[config.mk]
export PLATFORM = sky130hd
export DESIGN_NAME = mux_l2_tx
export DESIGN_NICKNAME = d
export VERILOG_FILES = /design/src/rtl/mux_l2_tx.sv
export SDC_FILE = /design/constraint.sdc
export NUM_CORES = 1
export LEC_CHECK = 0
export CORE_UTILIZATION = 50
export DETAILED_ROUTE_END_ITERATION = 16
export PLACE_DENSITY = 0.71
export SYNTH_ARGS = -nofsm -noshare
export SYNTH_HDL_FRONTEND = slang
export SYNTH_SLANG_ARGS = --single-unit
[constraint.sdc]
create_clock -name clk_4f -period 4.4 [get_ports clk_4f]
set_clock_uncertainty 0.15 [all_clocks]
set_input_delay 0.44 -clock clk_4f [delete_from_list [all_inputs] [get_ports clk_4f]]
set_output_delay 0.44 -clock clk_4f [all_outputs]
set_load 0.05 [all_outputs]
[src/rtl/mux_l2_tx.sv]
// mux_l2_tx: two-lane byte transmit multiplexer.
//   Each lane feeds a DEPTH-entry FIFO; the output stream alternates slot
//   ownership every clk_4f cycle (lane 0, lane 1, lane 0, ...). An owning
//   lane with an empty FIFO leaves its slot idle; the other lane never
//   borrows it, so a phase-matched demux can recover both lanes.
// Ports:
//   clk_4f               sole clock
//   reset                asynchronous active-high reset
//   data_00/valid_00     lane-0 byte in,  ready_00 lane-0 FIFO not full
//   data_11/valid_11     lane-1 byte in,  ready_11 lane-1 FIFO not full
//   data_000/valid_000   serialized byte stream and its qualifier
//   slot_11              current slot owner (0 = lane 0, 1 = lane 1)
//   ovf[1:0]             sticky per-lane overflow (byte dropped while full)
module mux_l2_tx #(
    parameter int unsigned DEPTH = 4
) (
    input  logic       clk_4f,
    input  logic       reset,
    input  logic [7:0] data_00,
    input  logic       valid_00,
    output logic       ready_00,
    input  logic [7:0] data_11,
    input  logic       valid_11,
    output logic       ready_11,
    output logic [7:0] data_000,
    output logic       valid_000,
    output logic       slot_11,
    output logic [1:0] ovf
);

    localparam int unsigned AW = $clog2(DEPTH);
    localparam int unsigned CW = AW + 1;
    localparam logic [CW-1:0] FULL = CW'(DEPTH);

    logic [7:0]    mem    [2][DEPTH];
    logic [AW-1:0] wr_ptr [2];
    logic [AW-1:0] rd_ptr [2];
    logic [CW-1:0] cnt    [2];

    logic [7:0] din [2];
    logic [1:0] valid_in;
    logic [1:0] ready;
    logic [1:0] push;
    logic [1:0] pop;

    always_comb begin
        din[0]   = data_00;
        din[1]   = data_11;
        valid_in = {valid_11, valid_00};
        // ready comes from the registered count only: a pop on this edge
        // does not make room for a push on the same edge.
        ready[0] = (cnt[0] != FULL);
        ready[1] = (cnt[1] != FULL);
        push     = valid_in & ready;
        // Pop decision uses the pre-edge slot owner; a byte pushed on this
        // edge is not yet counted, so it can never be popped on the same edge.
        pop[0]   = !slot_11 && (cnt[0] != '0);
        pop[1]   =  slot_11 && (cnt[1] != '0);
    end

    assign ready_00 = ready[0];
    assign ready_11 = ready[1];

    // FIFO storage needs no reset: contents are unreachable once counts clear.
    always_ff @(posedge clk_4f) begin
        for (int unsigned l = 0; l < 2; l++) begin
            if (push[l]) begin
                mem[l][wr_ptr[l]] <= din[l];
            end
        end
    end

    always_ff @(posedge clk_4f or posedge reset) begin
        if (reset) begin
            slot_11   <= 1'b0;
            data_000  <= '0;
            valid_000 <= 1'b0;
            ovf       <= '0;
            for (int unsigned l = 0; l < 2; l++) begin
                wr_ptr[l] <= '0;
                rd_ptr[l] <= '0;
                cnt[l]    <= '0;
            end
        end else begin
            slot_11   <= ~slot_11;
            valid_000 <= |pop;
            if (pop[0]) begin
                data_000 <= mem[0][rd_ptr[0]];
            end else if (pop[1]) begin
                data_000 <= mem[1][rd_ptr[1]];
            end
            for (int unsigned l = 0; l < 2; l++) begin
                if (push[l]) begin
                    wr_ptr[l] <= wr_ptr[l] + 1'b1;
                end
                if (pop[l]) begin
                    rd_ptr[l] <= rd_ptr[l] + 1'b1;
                end
                if (push[l] && !pop[l]) begin
                    cnt[l] <= cnt[l] + 1'b1;
                end else if (pop[l] && !push[l]) begin
                    cnt[l] <= cnt[l] - 1'b1;
                end
                if (valid_in[l] && !ready[l]) begin
                    ovf[l] <= 1'b1;
                end
            end
        end
    end

endmodule

---- After elaboration in Yosys (flattened, before gate mapping) ----
Memories as Yosys holds them, arrays and structs flattened.
Cells that the tools add are included.
word-level totals
  bits of input ports ..................... 20
  logic and storage cells ................. 77
  memory bits (writable) .................. 64
  output and inout port bits .............. 14
  register bits ........................... 26
  memories kept ........................... 1
cells by class
  magnitude comparators ................... 6
  $add $sub $neg .......................... 8
  bitwise logic cells ..................... 6
  reduce and logical (&&, ||, !) cells .... 23
  eq/ne operators ......................... 2
  mux-type cells .......................... 20
memory list
  name  depth  width  read ports  clocked after Yosys merged registers in  write ports  RTL line  text
  mem   2      32     2           0                                        2            35        logic [7:0] mem [2][DEPTH];
operators with widths
  kind                                                                          count
  32-bit 2-to-1 mux                                                             2
  8-bit 2-to-1 mux                                                              8
  8-bit binary-select mux with 2-bit select                                     2
  8-bit demux with 2-bit select                                                 2
  3-bit greater-or-equal comparator, second input constant                      4
  3-bit 2-to-1 mux                                                              4
  2-bit inverter with 3-bit output                                              4
  1-bit logical AND                                                             10
  2-bit by 1-bit adder with 2-bit output, second input constant                 4
  1-bit logical NOT                                                             7
  3-bit by 1-bit adder with 3-bit output, second input constant                 2
  3-bit by 1-bit less-than comparator with 1-bit output, second input constant  2
  3-bit != test, second input constant                                          2
  2-bit nonzero test                                                            3
  3-bit nonzero test                                                            2
  3-bit by 1-bit subtractor with 3-bit output, second input constant            2
  2-bit bitwise AND                                                             1
  1-bit 2-to-1 mux                                                              2
  2-bit OR reduction                                                            1
  1-bit inverter                                                                1

---- Depth between registers and ports, before layout ----
Gate-level depths: netlist of run 1.
  depth after elaboration ................. 6
  mapped depth ............................ 9
  depth with buffers taken out ............ 8

---- Worst setup path before layout of run 1 ----
OpenSTA, ideal clock, no wires.
  kind .................................... flip-flop to flip-flop
  start ................................... register slot_11
  end ..................................... register cnt[1] (netlist name)
  buffers on the path ..................... 1
  stages on the path, launching flop included .. 8
  setup time .............................. 0.125 ns
  period minus slack after synthesis ...... 2.274 ns
  arrival ................................. 1.999 ns
  slack ................................... 2.126 ns
  data required time ...................... 4.125 ns
  cell sequence ........................... dfrtp_1 o31a_1 buf_2 inv_1 ha_1 inv_1 fa_1 mux2_2
on the way
  cells in the longest elaborated chain, start to end .. 4
  elaborated cells between the ends (all ways) .. 6
  classes of those cells .................. 1 x mux; 5 x reduce/logical
ends and longest elaborated chain
  what                                                           RTL line  text
  from (decl)                                                    27        output logic slot_11,
  from (signal assigned)                                         85        slot_11 <= ~slot_11;
  1-bit logical AND *                                            58        pop[1] = slot_11 && (cnt[1] != '0);
  1-bit logical NOT                                              99        if (push[l] && !pop[l]) begin
  1-bit logical AND                                              99
  3-bit 2-to-1 mux / 2-bit nonzero test (equally long branches)  -
  to (signal, indexed assignment)                                100       cnt[l] <= cnt[l] + 1'b1;
  to (signal, indexed assignment)                                102       cnt[l] <= cnt[l] - 1'b1;
  to (decl)                                                      38        logic [CW-1:0] cnt [2];
Mark *: on every way between the ends. The rest lies on a longest branch, timed or not.
A chain may end at the register's enable or synchronous reset.

---- Final worst setup path of run 1 ----
  start ................................... register cnt[3] (netlist name)
  end ..................................... register cnt[5] (netlist name)
on the way
  cells in the longest elaborated chain, start to end .. 5
  elaborated cells between the ends (all ways) .. 13
  classes of those cells .................. 2 x add/sub; 1 x eq/ne; 2 x mux; 1 x bitwise; 7 x reduce/logical
ends and longest elaborated chain
  what
  parallel branches: the longest is 5 deep, another holds 3-bit by 1-bit subtractor with 3-bit output
Several ways; the timed one is not identified. The select of a mux whose other input is x is not followed.

==> impl_metrics.yaml, run 1 <==
status:
  run_status: "finished clean"
route:
  drt-pass1-iter-count: 4
  vias_per_cell: 5.22
  via_count: 1753
  post-route-drc-count: 0
  initialDrtViolationCount: 104
  drt_wl_total_um: 5910
  postRouteAntennaNets: 0
  detail_route.wl_per_cell_um: 17.6
logic_synthesis:
  synth_top_family_by_area: "multiplexers"
  synthCells: 200
  count_of_state_elements_after_synthesis: 90
  post-synth-top-area-cell: "edfxtp_1"
  synth_edf_count: 64
  asyncSetResetFlopFracSynth: 0.289
  ys_warn_count: 0
  syn_nets: 232
  ys_dominant_reg_cell: "edfxtp_1"
  yosys.cell_types.count: 25
  post_synth_main_area_contributors: "edfxtp_1 (53%), dfrtp_1 (18%), mux4_1 (5.7%), mux4_2 (4.9%), ha_1 (3.4%)"
  synth-compound-area-share: 0.0386
  synth.yosys.seq_area_share: 0.703
  yosys.area.top_type_share: 0.525
  syn_area_mm2: 0.00366
  synth_simple_gate_area_share: 0.0311
  synth_mux_area_frac: 0.119
  xor_xnor_share_of_the_synthesized_area: 0.0287
  syn-mean-instance-area_um2: 18.3
  synthesized_area_fraction_occupied_by_adder_cells: 0.0451
cells_and_area:
  drive_gt1_frac: 0.125
  layout.nets: 267
  final_area_mm2: 0.00426
  synthToLayoutAreaGrowth_pct: 16.3
  antenna_diode_count: 0
floorplan:
  dieArea_mm2: 0.00767
  die_height_um: 87.6
  placementRows: 30
  initial_core_util: 0.527
  core_footprint_mm2: 0.00694
  design.portCount: 34
  fp.dieW_um: 87.6
worst_setup_path:
  critical_path.reg2reg.startpoint: "cnt[3]"
  timing.reg2reg.worst_path_depth: 8
  worst_ep_arrival_time_ns: 2.62
  crit-reg2reg-capture: "cnt[5]"
  crit_path_max_fo: 11
  worstPathRequired_ns: 4.53
  crit_type: "reg2reg"
  crit_path_start_kind: "register"
  reg2reg_setup_slack_ns: 1.90
  setup.worst_path.start: "cnt[3]"
  crit_path_end_kind: "register"
cts:
  clock_tree.root_cell: "clkbuf_8"
  cts_resizes: 0
  clk_pin_slew_ns: 0.09
  cts_max_path_buffers: 2
  tritoncts: "built"
  ctsHoldBuffers: 0
  numCtsBuffers: 9
  postCtsSetupBuffers: 0
  number_of_h_tree_levels: 3
  cts_num_sinks: 90
  clkLatencyLatePin_ns: 0.35
place:
  detailedPlacementHpwl_um: 4050
  globalplace.congestion: 0.697
  placed_cell_area_mm2: 0.00406
  portBuffers: 33
sta:
  report.final.setup_viol: 0
  setup_repair_after_global_routing_missed_its_margin: "no"
  finalCriticalPeriod_ns: 2.50
  worst_slew_margin_rel: 0.356
  max_slew.worst_pin.slew_ns: 0.964
  max_transition_viols_final: 0
  total_negative_slack_ns: 0
  max_freq_mhz: 400
  final-hold-violation-count: 0
  period_share: 0.568
power:
  cellPowerDensity_mw_per_mm2: 681
  max-vdd-ir-drop_uv: 336
  leakagePower_nw: 1.57
global_route:
  global_route.usage.total: 0.181
  via_count_of_the_first_global_routing_pass: 1875
  grt_antenna_before_repair: 0
  grt_pass1_wl_um: 9790
  grt_max_degree: 27
  global_route.overflow_total: 0
worst_hold_path:
  worstHoldPathCells: 1
  hold_end: "ovf[1]"
  min_from: "ovf[1]"
  worst_hold_check_path_type: "reg2reg"
flow_run:
  reported_max_cap_violation_count: 0
[state kept, by name, indices dropped and copies added (netlist names)]
signal,cells
mem,64
data_000,8
cnt,6
rd_ptr,4
wr_ptr,4
ovf,2
slot_11,1
valid_000,1
[power breakdown]
group / switching [mW] / internal [mW] / leakage [nW]
registers: 0.190 / 1.16 / 0.882
clock network: 0.294 / 0.266 / 0.0998
logic: 0.548 / 0.439 / 0.587
total: 1.03 / 1.87 / 1.57
[per-layer routing]
layer | vias to the layer above | wire length (µm) | global-route usage
li1 | 823 | - | -
met1 | 879 | 2660 | 0.249
met2 | 43 | 2910 | 0.276
met3 | 8 | 237 | 0.0528
met4 | 0 | 100 | 0.0745
met5 | - | 0 | 0
[placed cells by master (no fill, tap or decap), types with 2 or more instances in the layout]
cell type | netlist | routed
edfxtp_1 | 64 | 64
clkdlybuf4s50_1 | 0 | 33
dfrtp_1 | 26 | 26
inv_1 | 19 | 19
ha_1 | 10 | 10
clkbuf_8 | 0 | 9
xnor2_1 | 8 | 8
mux4_2 | 8 | 8
mux4_1 | 8 | 8
a32oi_1 | 8 | 8
o21ai_1 | 8 | 8
and2_1 | 8 | 8
mux2_2 | 4 | 4
xor2_1 | 4 | 4
a21o_1 | 3 | 3
clkinv_4 | 0 | 3
nor3b_2 | 2 | 2
nor2b_1 | 2 | 2
nand2_1 | 2 | 2
nor2_1 | 2 | 2
fa_1 | 2 | 2
[kinds of logic (layout without fill, tap and decap cells)]
logic type	count (synthesis)	in the layout
multiplexers	20	20
XOR/XNOR	12	12
flip-flops	90	90
buffers and inverters	28	68
adder cells (fa/ha/maj)	12	12
AND/OR/NAND/NOR	18	18
AO/OA/AOI/OAI	20	20
[worst max-delay path, stage by stage (launching register included)]
cell	delay (ns)
dfrtp_1	0.44
or3_1	0.57
nand2_1	0.18
ha_1	0.19
inv_1	0.06
fa_1	0.37
xor2_1	0.15
nor2_1	0.14
xor2_1	0.17
[area by class of cell]
class / instances / area (µm²)
Multi-Input combinational cell: 82 / 961
Fill cell: 521 / 2690
Timing Repair Buffer: 33 / 330
Clock inverter: 7 / 77.6
Clock buffer: 9 / 124
Sequential cell: 90 / 2570
Inverter: 19 / 71.3
Tap cell: 96 / 120
[cells in the mapped netlist, types with 4 or more instances]
| cell type | n |
|---|---|
| edfxtp_1 | 64 |
| dfrtp_1 | 26 |
| inv_1 | 19 |
| ha_1 | 10 |
| a32oi_1 | 8 |
| and2_1 | 8 |
| mux4_1 | 8 |
| mux4_2 | 8 |
| o21ai_1 | 8 |
| xnor2_1 | 8 |
| buf_2 | 4 |
| mux2_2 | 4 |
| xor2_1 | 4 |
[stage by stage]
step	utilization	std cells	hold WS [ns]	worst slack, ns	total power [mW]
6_report	0.613	336	0.320	1.90	2.90
5_1_grt	0.613	336	0.340	1.72	3.07
4_1_cts	0.613	336	0.329	1.89	2.93
3_5_place_dp	0.584	320	0.305	1.65	2.37
3_3_place_gp	0.584	320	0.289	1.77	2.35
2_1_floorplan	-	200	0.295	2.13	2.07
[worst max path at each step]
stage,to,slack [ns]
finish,cnt[5],1.90
global route,cnt[5],1.72
CTS,cnt[5],1.89
detailed placement,cnt[5],1.65
global placement,cnt[5],1.77
floorplan,cnt[1],2.13
(Power assumes the default switching activity.)
==> run 2, diff against run 1 <==
--- a/config.mk
+++ b/config.mk
@@ -7,7 +7,7 @@
 export LEC_CHECK = 0
 export CORE_UTILIZATION = 50
 export DETAILED_ROUTE_END_ITERATION = 16
-export PLACE_DENSITY = 0.71
+export PLACE_DENSITY = 0.74
 export SYNTH_ARGS = -nofsm -noshare
 export SYNTH_HDL_FRONTEND = slang
 export SYNTH_SLANG_ARGS = --single-unit
==> constraint.sdc (replaced) <==
create_clock -name clk_4f -period 2.23 [get_ports clk_4f]
set_clock_uncertainty 0.15 [all_clocks]
set_input_delay 0.223 -clock clk_4f [delete_from_list [all_inputs] [get_ports clk_4f]]
set_output_delay 0.223 -clock clk_4f [all_outputs]
set_load 0.05 [all_outputs]
==> impl_metrics.yaml, run 2 (synthesis results as in run 1) <==
worst_hold_path:
  worst_hold_check_path_type: "in2async"
sta:
  finalCriticalPeriod_ns: 2.14
  max_freq_mhz: 466
  setup_repair_after_global_routing_missed_its_margin: "yes"
  final-hold-violation-count: 0
  period_share: 0.961
  max_slew.worst_pin.slew_ns: 0.506
  report.final.setup_viol: 0
  max_transition_viols_final: 0
  worst_slew_margin_rel: 0.662
  finalWorstSetupSlack_ns: 0.0862
  hold-worst-slack_ns: 0.0724
cells_and_area:
  layout.nets: 278
  number_of_inserted_filler_cells_in_the_final_layout: 499
  synthToLayoutAreaGrowth_pct: 18.2
  seqCellArea_mm2: 0.00258
  antenna_diode_count: 0
  layout_commonest_cell: "edfxtp_1"
  layout.cells.most_common_list: "edfxtp_1 (64), clkdlybuf4s50_1 (31), dfrtp_1 (22), inv_1 (19), buf_4 (11)"
  multiInputGateArea_um2: 973
  drive_gt1_frac: 0.187
  finalCoreUtilization: 0.623
  largest_reg_flops: 64
  final_area_mm2: 0.00433
power:
  cellPowerDensity_mw_per_mm2: 1310
  leakagePower_nw: 1.60
  max-vdd-ir-drop_uv: 502
  finalPower_mw: 5.66
route:
  vias_per_cell: 5.23
  via_count: 1814
  drt-pass1-iter-count: 4
  post-route-drc-count: 0
  drt_wl_total_um: 5780
  postRouteAntennaNets: 0
  detail_route.wl_per_cell_um: 16.6
  initialDrtViolationCount: 86
worst_setup_path:
  crit_path_end_kind: "register"
  critical_path.most_common_cell: "xor2_1"
  largest_stage_delay_on_the_critical_path_ns: 0.41
  crit_type: "reg2reg"
  crit_path_start_kind: "register"
  worstPathRequired_ns: 2.35
  worst_ep_arrival_time_ns: 2.27
  crit_path_cell_trace: "or3_4 > nand2_2 > ha_2 > inv_1 > fa_1 > xor2_1 > nor2_1 > xor2_1"
  crit_path_max_fo: 3
  reg2reg_setup_slack_ns: 0.09
  timing.reg2reg.worst_path_depth: 8
  crit-reg2reg-capture: "cnt[5]"
  critical_path.reg2reg.startpoint: "cnt[5]"
  crit_slowest_cell: "dfrtp_1"
global_route:
  global_route.usage.total: 0.176
  grt_max_degree: 27
  global_route.overflow_total: 0
  grt_pass1_wl_um: 9500
  grt_antenna_before_repair: 0
  via_count_of_the_first_global_routing_pass: 1817
cts:
  clk_pin_slew_ns: 0.08
  number_of_h_tree_levels: 3
  clock_tree.root_cell: "clkbuf_8"
  numCtsBuffers: 9
  clkLatencyLatePin_ns: 0.34
  tritoncts: "built"
  cts_num_sinks: 90
  ctsHoldBuffers: 0
  cts_max_path_buffers: 2
place:
  detailedPlacementHpwl_um: 3920
  placed_cell_area_mm2: 0.00413
  dpl_worst_slack_ns: 0.0460
  globalplace.congestion: 0.743
  portBuffers: 33
floorplan:
  design.portCount: 34
  core_footprint_mm2: 0.00694
  fp.dieW_um: 87.6
  die_height_um: 87.6
  initial_core_util: 0.527
  dieArea_mm2: 0.00767
  placementRows: 30
status:
  run_status: "finished clean"
flow_run:
  reported_max_cap_violation_count: 0
run 2: cell types whose count changed in the layout (fill, tap and decap cells not counted), moves of 2 or more:
cell             previous run  this run
buf_4                       0        11
clkdlybuf4s50_1            33        31
clkinv_1                    0         2
clkinv_4                    3         1
dfrtp_1                    26        22
dfrtp_2                     0         4
ha_1                       10         8
ha_2                        0         2
run 2: repair_timing:
action | in CTS | in global routing
buffers inserted | 0 | 2
endpoints found under the hold margin | 0 | 0
setup endpoints to repair | 1 | 4
resized for setup | 1 | 7
pin swaps | 0 | 0
run 2: layout make-up:
cell class,instances,area share
flip-flops and latches,90,0.596
multi-input cells,82,0.225
repair buffers,44,0.0957
clock buffers,9,0.0286
well taps,96,0.0278
inverters,19,0.0165
clock inverters,7,0.0104
run 2: metal layers:
layer,share of wire,wire (µm),vias to the layer above,GRT usage
li1,-,-,846,-
met1,0.46,2680,916,0.249
met2,0.49,2820,42,0.266
met3,0.031,181,10,0.0358
met4,0.016,93,0,0.0820
met5,0,0,-,0
run 2: worst max path at each step:
stage,to,startpoint
after floorplan,cnt[5],cnt[4]
after global placement,cnt[5],valid_00
after detailed placement,cnt[2],valid_11
after CTS,ready_11,cnt[0]
after global routing,cnt[5],cnt[5]
final,cnt[5],cnt[5]
run 2: power by group:
| group | switching, mW | internal, mW |
|---|---|---|
| clock | 0.548 | 0.401 |
| combinational | 1.15 | 0.952 |
| sequential | 0.308 | 2.30 |
| total | 2.01 | 3.65 |
run 2: through the flow:
stage | TNS, ns | std cells
2_1_floorplan | 0 | 200
3_3_place_gp | 0 | 329
3_5_place_dp | 0 | 329
4_1_cts | 0 | 345
5_1_grt | -0.0124 | 347
6_report | 0 | 347
run 2: critical path, delay by kind of cell, from the launching register on:
kind / cells / cell delay, ns
AND/OR/NAND/NOR: 3 / 0.60
adder cells (fa/ha/maj): 2 / 0.56
flip-flops: 1 / 0.41
XOR/XNOR: 2 / 0.30
buffers and inverters: 1 / 0.05
==> run 3, diff against run 2 <==
--- a/config.mk
+++ b/config.mk
@@ -5,9 +5,8 @@
 export SDC_FILE = /design/constraint.sdc
 export NUM_CORES = 1
 export LEC_CHECK = 0
-export CORE_UTILIZATION = 50
+export CORE_UTILIZATION = 40
 export DETAILED_ROUTE_END_ITERATION = 16
-export PLACE_DENSITY = 0.74
 export SYNTH_ARGS = -nofsm -noshare
 export SYNTH_HDL_FRONTEND = slang
 export SYNTH_SLANG_ARGS = --single-unit
==> impl_metrics.yaml, run 3 (synthesis results as in run 1) <==
worst_setup_path:
  crit_path_max_fo: 3
  crit_family: "simple AND/OR/NAND/NOR gates"
  crit_slowest_cell: "dfrtp_1"
  critical_path.most_common_cell: "xor2_1"
  crit_type: "reg2reg"
  largest_stage_delay_on_the_critical_path_ns: 0.40
  setup.worst_path.start: "cnt[5]"
  crit_path_cell_trace: "or3_4 > nand2_2 > ha_4 > inv_1 > fa_1 > xor2_1 > nor2_1 > xor2_1"
  path_buf_inv: 1
  crit_path_end_kind: "register"
  worstPathRequired_ns: 2.37
  crit_path_start_kind: "register"
  worst_ep_arrival_time_ns: 2.23
  critical_path.reg2reg.startpoint: "cnt[5]"
route:
  initialDrtViolationCount: 112
  vias_per_cell: 4.96
  postRouteAntennaNets: 0
  drt_wl_total_um: 6020
  post-route-drc-count: 4
  via_count: 1824
  detail_route.wl_per_cell_um: 16.4
  drt-pass1-iter-count: 10
sta:
  report.final.setup_viol: 0
  finalCriticalPeriod_ns: 2.10
  max_slew.worst_pin.slew_ns: 0.500
  max_freq_mhz: 477
  period_share: 0.941
  finalWorstSetupSlack_ns: 0.132
  worst_slew_margin_rel: 0.666
  final-hold-violation-count: 0
  total_negative_slack_ns: 0
  max_transition_viols_final: 0
  hold-worst-slack_ns: 0.0835
cells_and_area:
  drive_gt1_frac: 0.227
  finalCoreUtilization: 0.502
  synthToLayoutAreaGrowth_pct: 20.8
  number_of_inserted_filler_cells_in_the_final_layout: 755
  seqCellArea_mm2: 0.00257
  multiInputGateArea_um2: 986
  final_area_mm2: 0.00442
  layout_commonest_cell: "edfxtp_1"
  layout.nets: 287
  largest_reg_flops: 64
  layout.cells.most_common_list: "edfxtp_1 (64), clkdlybuf4s50_1 (31), dfrtp_1 (24), buf_4 (21), inv_1 (18)"
  antenna_diode_count: 0
status:
  failing_checks: "design-rule violations"
  run_status: "finished with violations"
global_route:
  global_route.overflow_total: 0
  grt_pass1_wl_um: 9690
  grt_antenna_before_repair: 0
  via_count_of_the_first_global_routing_pass: 1879
  global_route.usage.total: 0.138
  grt_max_degree: 27
floorplan:
  initial_core_util: 0.416
  dieArea_mm2: 0.00954
  placementRows: 34
  fp.dieW_um: 97.7
  core_footprint_mm2: 0.00881
  design.portCount: 34
  die_height_um: 97.7
cts:
  clock_tree.root_cell: "clkbuf_8"
  clk_pin_slew_ns: 0.09
  cts_max_path_buffers: 2
  ctsHoldBuffers: 0
  number_of_h_tree_levels: 3
  tritoncts: "built"
  cts_num_sinks: 90
  numCtsBuffers: 9
  clkLatencyLatePin_ns: 0.35
place:
  globalplace.congestion: 0.680
  portBuffers: 33
  placed_cell_area_mm2: 0.00421
  dpl_worst_slack_ns: 0.0394
  detailedPlacementHpwl_um: 4070
worst_hold_path:
  worst_hold_check_path_type: "in2async"
flow_run:
  reported_max_cap_violation_count: 0
power:
  max-vdd-ir-drop_uv: 1070
  leakagePower_nw: 1.65
  cellPowerDensity_mw_per_mm2: 1310
## run 3: changes by cell type in the layout (fill, tap and decap cells not counted), sizes merged
cell / delta
buf: +10
clkinv: -2
clkinvlp: +1
dlymetal6s2s: -1
inv: +1
## run 3: final cells by class
type	count	share of cell area
clock inverters	7	0.0122
flip-flops and latches	90	0.582
multi-input cells	82	0.223
clock buffers	9	0.0280
well taps	108	0.0306
repair buffers	53	0.108
inverters	19	0.0161
## run 3: final timing paths
path / to / slack (ns) / cells past startpoint
max: cnt[5] / 0.13 / 8
min: cnt[2] / 0.08 / 3
max reg2reg: cnt[5] / 0.13 / 8
min reg2reg: ovf[0] / 0.31 / 1
max in group asynchronous: slot_11 / 1.56 / 3
min in group clk_4f: ovf[0] / 0.31 / 1
## run 3: per-stage QoR
step,instances,power [mW]
3_3_place_gp,350,4.78
4_1_cts,366,5.81
2_1_floorplan,200,4.10
3_5_place_dp,350,4.81
5_1_grt,368,6.14
6_report,368,5.78
## run 3: layer usage
layer | global-route usage | up-vias | part of all wire
met1 | 0.182 | 924 | 0.46
met4 | 0.0594 | 0 | 0.0052
li1 | - | 862 | -
met3 | 0.0266 | 3 | 0.039
met2 | 0.223 | 35 | 0.50
met5 | 0 | - | 0
## run 3: timing repair
item                                    in CTS  in global routing
setup buffers                                0                  2
pin swaps                                    0                  2
endpoints found under the setup margin       1                  2
resized for setup                            1                  7
## run 3: tightest hold or removal path, cell delays in order
cell and delay [ns]:
clkdlybuf4s50_1 0.40, inv_1 0.05, buf_4 0.33
## run 3: report_power, final
part	switching (mW)	internal, mW
clock network	0.586	0.412
registers	0.265	2.30
logic	1.20	1.02
